File: config.mk
export PLATFORM = sky130hd
export DESIGN_NAME = lm07_spi_responder
export DESIGN_NICKNAME = d
export VERILOG_FILES = /design/src/rtl/lm07_spi_responder.sv
export SDC_FILE = /design/constraint.sdc
export NUM_CORES = 1
export LEC_CHECK = 0
export CORE_ASPECT_RATIO = 1.2
export CORE_UTILIZATION = 40
export CTS_BUF_LIST = sky130_fd_sc_hd__clkbuf_8
export CTS_CLUSTER_DIAMETER = 80
export DETAILED_ROUTE_END_ITERATION = 6
export PLACE_DENSITY = 0.65
export SETUP_SLACK_MARGIN = 0.05
export SYNTH_ARGS = -nofsm -noshare
export SYNTH_HDL_FRONTEND = slang
export SYNTH_SLANG_ARGS = --single-unit
File: constraint.sdc
create_clock -name SYSCLK -period 1.65 [get_ports SYSCLK]
set_input_delay 0.33 -clock SYSCLK [delete_from_list [all_inputs] [get_ports SYSCLK]]
set_output_delay 0.33 -clock SYSCLK [all_outputs]
set_load 0.01 [all_outputs]
File: src/rtl/lm07_spi_responder.sv
// LM07 temperature sensor SPI responder (sensor side of the read link).
// CS and SCK are asynchronous to SYSCLK, so both are oversampled through
// synchroniser chains and their edges are detected against one extra flop.
// While CS is low, a 16-bit frame {temperature, 2'b11, fresh} is shifted
// out on SIO MSB-first. SIO changes after each detected SCK fall, so it is
// stable when the initiator samples on the SCK rise.
module lm07_spi_responder #(
  parameter int TEMP_W      = 13,
  parameter int FRAME_W     = 16,
  parameter int SYNC_STAGES = 2
) (
  input  logic              SYSCLK,
  input  logic              RST,
  input  logic              CS,
  input  logic              SCK,
  input  logic [TEMP_W-1:0] TEMP_IN,
  input  logic              TEMP_VALID,
  output logic              SIO,
  output logic              SIO_OE,
  output logic              BUSY,
  output logic              FRAME_DONE
);

  localparam int CNT_W = $clog2(FRAME_W + 1);
  localparam logic [CNT_W-1:0] CNT_MAX = CNT_W'(FRAME_W);

  typedef enum logic [1:0] {
    ST_IDLE,
    ST_SHIFT,
    ST_DONE
  } state_t;

  // Input synchronisers and edge-detect history.
  logic [SYNC_STAGES-1:0] cs_sync_q;
  logic [SYNC_STAGES-1:0] sck_sync_q;
  logic                   cs_prev_q;
  logic                   sck_prev_q;

  // Holding register for the most recent temperature code.
  logic [TEMP_W-1:0]      hold_q;
  logic                   fresh_q;

  // Frame engine state and registered outputs.
  state_t                 state_q;
  logic [FRAME_W-1:0]     shift_q;
  logic [CNT_W-1:0]       bit_cnt_q;
  logic                   sio_q;
  logic                   sio_oe_q;
  logic                   busy_q;
  logic                   frame_done_q;

  // Derived, combinational helpers.
  logic                   cs_s;
  logic                   sck_s;
  logic                   cs_fall;
  logic                   cs_rise;
  logic                   sck_fall;
  logic                   sck_rise;
  logic [FRAME_W-1:0]     frame_d;
  logic [CNT_W-1:0]       bit_cnt_d;

  assign cs_s     = cs_sync_q[SYNC_STAGES-1];
  assign sck_s    = sck_sync_q[SYNC_STAGES-1];
  assign cs_fall  =  cs_prev_q  & ~cs_s;
  assign cs_rise  = ~cs_prev_q  &  cs_s;
  assign sck_fall =  sck_prev_q & ~sck_s;
  assign sck_rise = ~sck_prev_q &  sck_s;

  // Frame image built from the current (pre-update) holding register, so a
  // strobe coinciding with the CS fall lands in the next frame, not this one.
  assign frame_d   = {hold_q, 2'b11, fresh_q};
  assign bit_cnt_d = (bit_cnt_q == CNT_MAX) ? bit_cnt_q : bit_cnt_q + 1'b1;

  // Two-flop (or deeper) synchronisers for CS/SCK plus one history flop each.
  // NOTE: sequential state uses non-blocking (<=) so every flop samples the
  // pre-edge value of its neighbours; blocking here would collapse the chain.
  always_ff @(posedge SYSCLK) begin
    if (RST) begin
      cs_sync_q  <= '1;
      sck_sync_q <= '0;
      cs_prev_q  <= 1'b1;
      sck_prev_q <= 1'b0;
    end else begin
      cs_sync_q  <= {cs_sync_q[SYNC_STAGES-2:0], CS};
      sck_sync_q <= {sck_sync_q[SYNC_STAGES-2:0], SCK};
      cs_prev_q  <= cs_s;
      sck_prev_q <= sck_s;
    end
  end

  // Capture new temperature codes only while idle; a strobe wins over the
  // fresh-clear caused by a simultaneous CS fall.
  always_ff @(posedge SYSCLK) begin
    if (RST) begin
      hold_q  <= '0;
      fresh_q <= 1'b0;
    end else if (TEMP_VALID && state_q == ST_IDLE) begin
      hold_q  <= TEMP_IN;
      fresh_q <= 1'b1;
    end else if (cs_fall && state_q == ST_IDLE) begin
      fresh_q <= 1'b0;
    end
  end

  // Frame FSM: load on CS fall, shift on SCK fall, finish on 16th SCK rise.
  always_ff @(posedge SYSCLK) begin
    if (RST) begin
      state_q      <= ST_IDLE;
      shift_q      <= '0;
      bit_cnt_q    <= '0;
      sio_q        <= 1'b0;
      sio_oe_q     <= 1'b0;
      busy_q       <= 1'b0;
      frame_done_q <= 1'b0;
    end else begin
      frame_done_q <= 1'b0;
      if (cs_rise) begin
        state_q   <= ST_IDLE;
        sio_q     <= 1'b0;
        sio_oe_q  <= 1'b0;
        busy_q    <= 1'b0;
        bit_cnt_q <= '0;
      end else begin
        unique case (state_q)
          ST_IDLE: begin
            if (cs_fall) begin
              shift_q   <= frame_d;
              sio_q     <= frame_d[FRAME_W-1];
              sio_oe_q  <= 1'b1;
              busy_q    <= 1'b1;
              bit_cnt_q <= CNT_W'(1);
              state_q   <= ST_SHIFT;
            end
          end
          ST_SHIFT: begin
            if (sck_fall) begin
              shift_q   <= shift_q << 1;
              sio_q     <= shift_q[FRAME_W-2];
              bit_cnt_q <= bit_cnt_d;
            end else if (sck_rise && bit_cnt_q == CNT_MAX) begin
              frame_done_q <= 1'b1;
              state_q      <= ST_DONE;
            end
          end
          ST_DONE: begin
            if (sck_fall) begin
              sio_q <= 1'b0;
            end
          end
          default: state_q <= ST_IDLE;
        endcase
      end
    end
  end

  assign SIO        = sio_q;
  assign SIO_OE     = sio_oe_q;
  assign BUSY       = busy_q;
  assign FRAME_DONE = frame_done_q;

endmodule

==> impl_metrics.py <==
metrics = {
    "clock_network": {
        "clkLatencyLatePin_ns": 0.30,
        "htree_levels": 2,
        "cts_buffer_depth": 2,
        "clkTransAtPathRegs_ns": 0.08,
        "cts-root-buf": "clkbuf_8",
        "cts_made_buffers": 5,
        "tritoncts": "built",
        "cts.sinks": 45,
    },
    "synth": {
        "yosysTopAreaCell": "dfxtp_1",
        "synthesis.nets": 249,
        "synth_edf_count": 0,
        "synth_commonest_cells": "dfxtp_1, nand2_1, a21oi_1",
        "netlist_instances": 225,
        "yosys_warnings": 0,
        "synth_flop_cell": "dfxtp_1",
        "ys_seq_area_frac": 0.437,
        "ys_top_cells_by_area": "dfxtp_1, a21oi_1, mux2i_1",
        "syn_area_per_cell_um2": 9.17,
        "synthArstFlopShare": 0,
        "ys_types": 42,
        "yosysMostFrequentCell": "dfxtp_1",
        "syn_area_um2": 2060,
        "synth_top_area_frac": 0.437,
        "synth-seq-cells": 45,
    },
    "flow_run": {
        "drv_cap": 0,
    },
    "die": {
        "die_w_um": 67.6,
        "die_y_um": 80.7,
        "dieArea_um2": 5450,
        "ioPinCount": 22,
        "std_cell_rows": 28,
        "start_util": 0.418,
        "core-area_um2": 4940,
    },
    "pwr": {
        "cellPowerDensity_nw_per_um2": 845,
        "ir_drop_uv": 508,
        "total_leakage_power_nw": 1.01,
    },
    "sta": {
        "slew_violations": 0,
        "fmax_mhz": 646,
        "min_period_ns": 1.55,
        "rsz0062_at_grt": "yes",
        "final-hold-violation-count": 0,
        "skew_ns": 0.00309,
        "period_share": 0.939,
        "worst_slew_pin_slew_ns": 0.311,
        "max_slew_margin": 0.792,
        "finalSetupTns_ns": 0,
        "setup_viol": 0,
    },
    "layout": {
        "n_antenna_cell": 0,
        "fin_nets": 286,
        "drive_gt1_frac": 0.259,
        "fin_util": 0.540,
        "syn_to_final_growth_pct": 29.4,
    },
    "placed_design": {
        "dp_hpwl_um": 3160,
        "place_congestion": 0.863,
        "port_buffers": 21,
    },
    "critical_path": {
        "crit_buf_inv": 1,
        "required_ns": 1.89,
        "cpMostUsedCell": "a21oi_2",
        "end_kind": "register",
        "reg2reg_setup_slack_ns": 0.10,
        "cp_slowest_stage_delay_ns": 0.53,
        "worst_r2r_path_depth": 6,
        "cp_slowest_cell": "or4_4",
        "critical_path.max_fanout": 9,
        "cp.depth": 6,
        "crit_arrival_ns": 1.79,
        "crit_family": "simple AND/OR/NAND/NOR gates",
        "path_cells": "ha_2 > buf_6 > nor2_4 > a21oi_2 > or4_4 > a21oi_2",
        "cp-start-kind": "register",
        "critPathKind": "reg2reg",
    },
    "worst_hold_path": {
        "hold_depth": 1,
        "hold_class": "reg2reg",
    },
    "global_route": {
        "grt_pass1_vias": 1665,
        "grtUsageTotal": 0.189,
        "antenna_found_initial": 0,
        "grt_pass1_wl_um": 7560,
        "overflow": 0,
        "grt_max_degree": 23,
    },
    "drt": {
        "first_iter_violations": 44,
        "viasPerCell": 5.37,
        "ant_nets": 0,
        "firstDrtPassIters": 4,
        "vias": 1733,
        "routed_wl_um": 4530,
        "wl_per_cell_um": 14.0,
        "drcViolationCount": 0,
    },
    "run_status": {
        "run_status": "finished, final reports clean",
    },
}
[cell usage in the layout (no fill, tap or decap), drive strengths merged, types with 2 or more instances in the layout]
cell type,n
or4,3
clkbuf,7
nand3b,2
nand2b,3
dfxtp,45
or2,3
inv,8
buf,24
and2,2
a21oi,26
mux2i,13
o221a,2
a21o,2
clkdlybuf4s50,21
nor2b,7
ha,6
nand2,33
and3,2
o31ai,2
o21ai,5
nor2,8
a211oi,24
nand3,3
nor3,3
[registers in the layout, indices dropped and copies added, names as in the netlist]
| name | flops |
|---|---|
| sck_sync_q | 2 |
| shift_q | 15 |
| sck_prev_q | 1 |
| FRAME_DONE | 1 |
| cs_prev_q | 1 |
| BUSY | 1 |
| bit_cnt_q | 5 |
| cs_sync_q | 2 |
| hold_q | 13 |
| fresh_q | 1 |
| SIO | 1 |
| state_q | 2 |
[metal layers]
| metal | track usage | up-vias | share of wire |
|---|---|---|---|
| met5 | 0 | - | 0 |
| met4 | 0.0787 | 0 | 0.014 |
| met3 | 0.0469 | 6 | 0.021 |
| met2 | 0.340 | 17 | 0.53 |
| met1 | 0.202 | 836 | 0.43 |
| li1 | - | 874 | - |
[report_power, final]
group	switching, W	internal (W)
combinational	0.000165	0.000174
sequential	0.0000312	0.00114
clock	0.000370	0.000379
[per-stage QoR]
stage,cells,power (W),area [um^2],worst slack (ns),hold WS [ns]
after detailed placement,312,0.00151,2470,0.0723,0.399
after global placement,312,0.00151,2470,0.0450,0.400
final,323,0.00226,2670,0.101,0.415
after CTS,320,0.00226,2570,0.0619,0.418
after global routing,323,0.00238,2670,0.0300,0.450
after floorplan,225,0.00138,2060,0.0664,0.389
[what timing repair did]
item | 4_1_cts | 5_1_grt
setup endpoints to repair | 0 | 22
buffers inserted | 0 | 3
resized for setup | 0 | 24
hold buffers | 0 | 0
[cell families (layout without fill, tap and decap cells)]
family	count (synthesis)	after routing	synth area share
AND/OR/NAND/NOR	71	71	0.175
flip-flops	45	45	0.437
AO/OA/AOI/OAI	67	67	0.237
buffers and inverters	23	61	0.0528
adder cells (fa/ha/maj)	6	6	0.0364
multiplexers	13	13	0.0631
[worst paths after layout]
| kind | start | endpoint |
|---|---|---|
| min | cs_sync_q[0] | cs_sync_q[1] |
| max | state_q[0] | SIO |
| min reg2reg | cs_sync_q[0] | cs_sync_q[1] |
| max reg2reg | state_q[0] | SIO |
[final cells by class]
type	instances	area (um^2)
Clock buffer	7	96.3
Clock inverter	1	5.00
Fill cell	464	2270
Inverter	8	30.0
Multi-Input combinational cell	157	1120
Sequential cell	45	906
Tap cell	60	75.1
Timing Repair Buffer	45	435
[worst register-to-register path: cells and delay by family, from the launching register on]
kind / cells / cell delay [ns]
buffers and inverters: 1 / 0.14
and+or+nand+nor: 2 / 0.63
adders and majority gates: 1 / 0.19
DFF: 1 / 0.37
AOI/OAI and AO/OA: 2 / 0.16
Note: power is estimated with default switching activity, not from simulation.
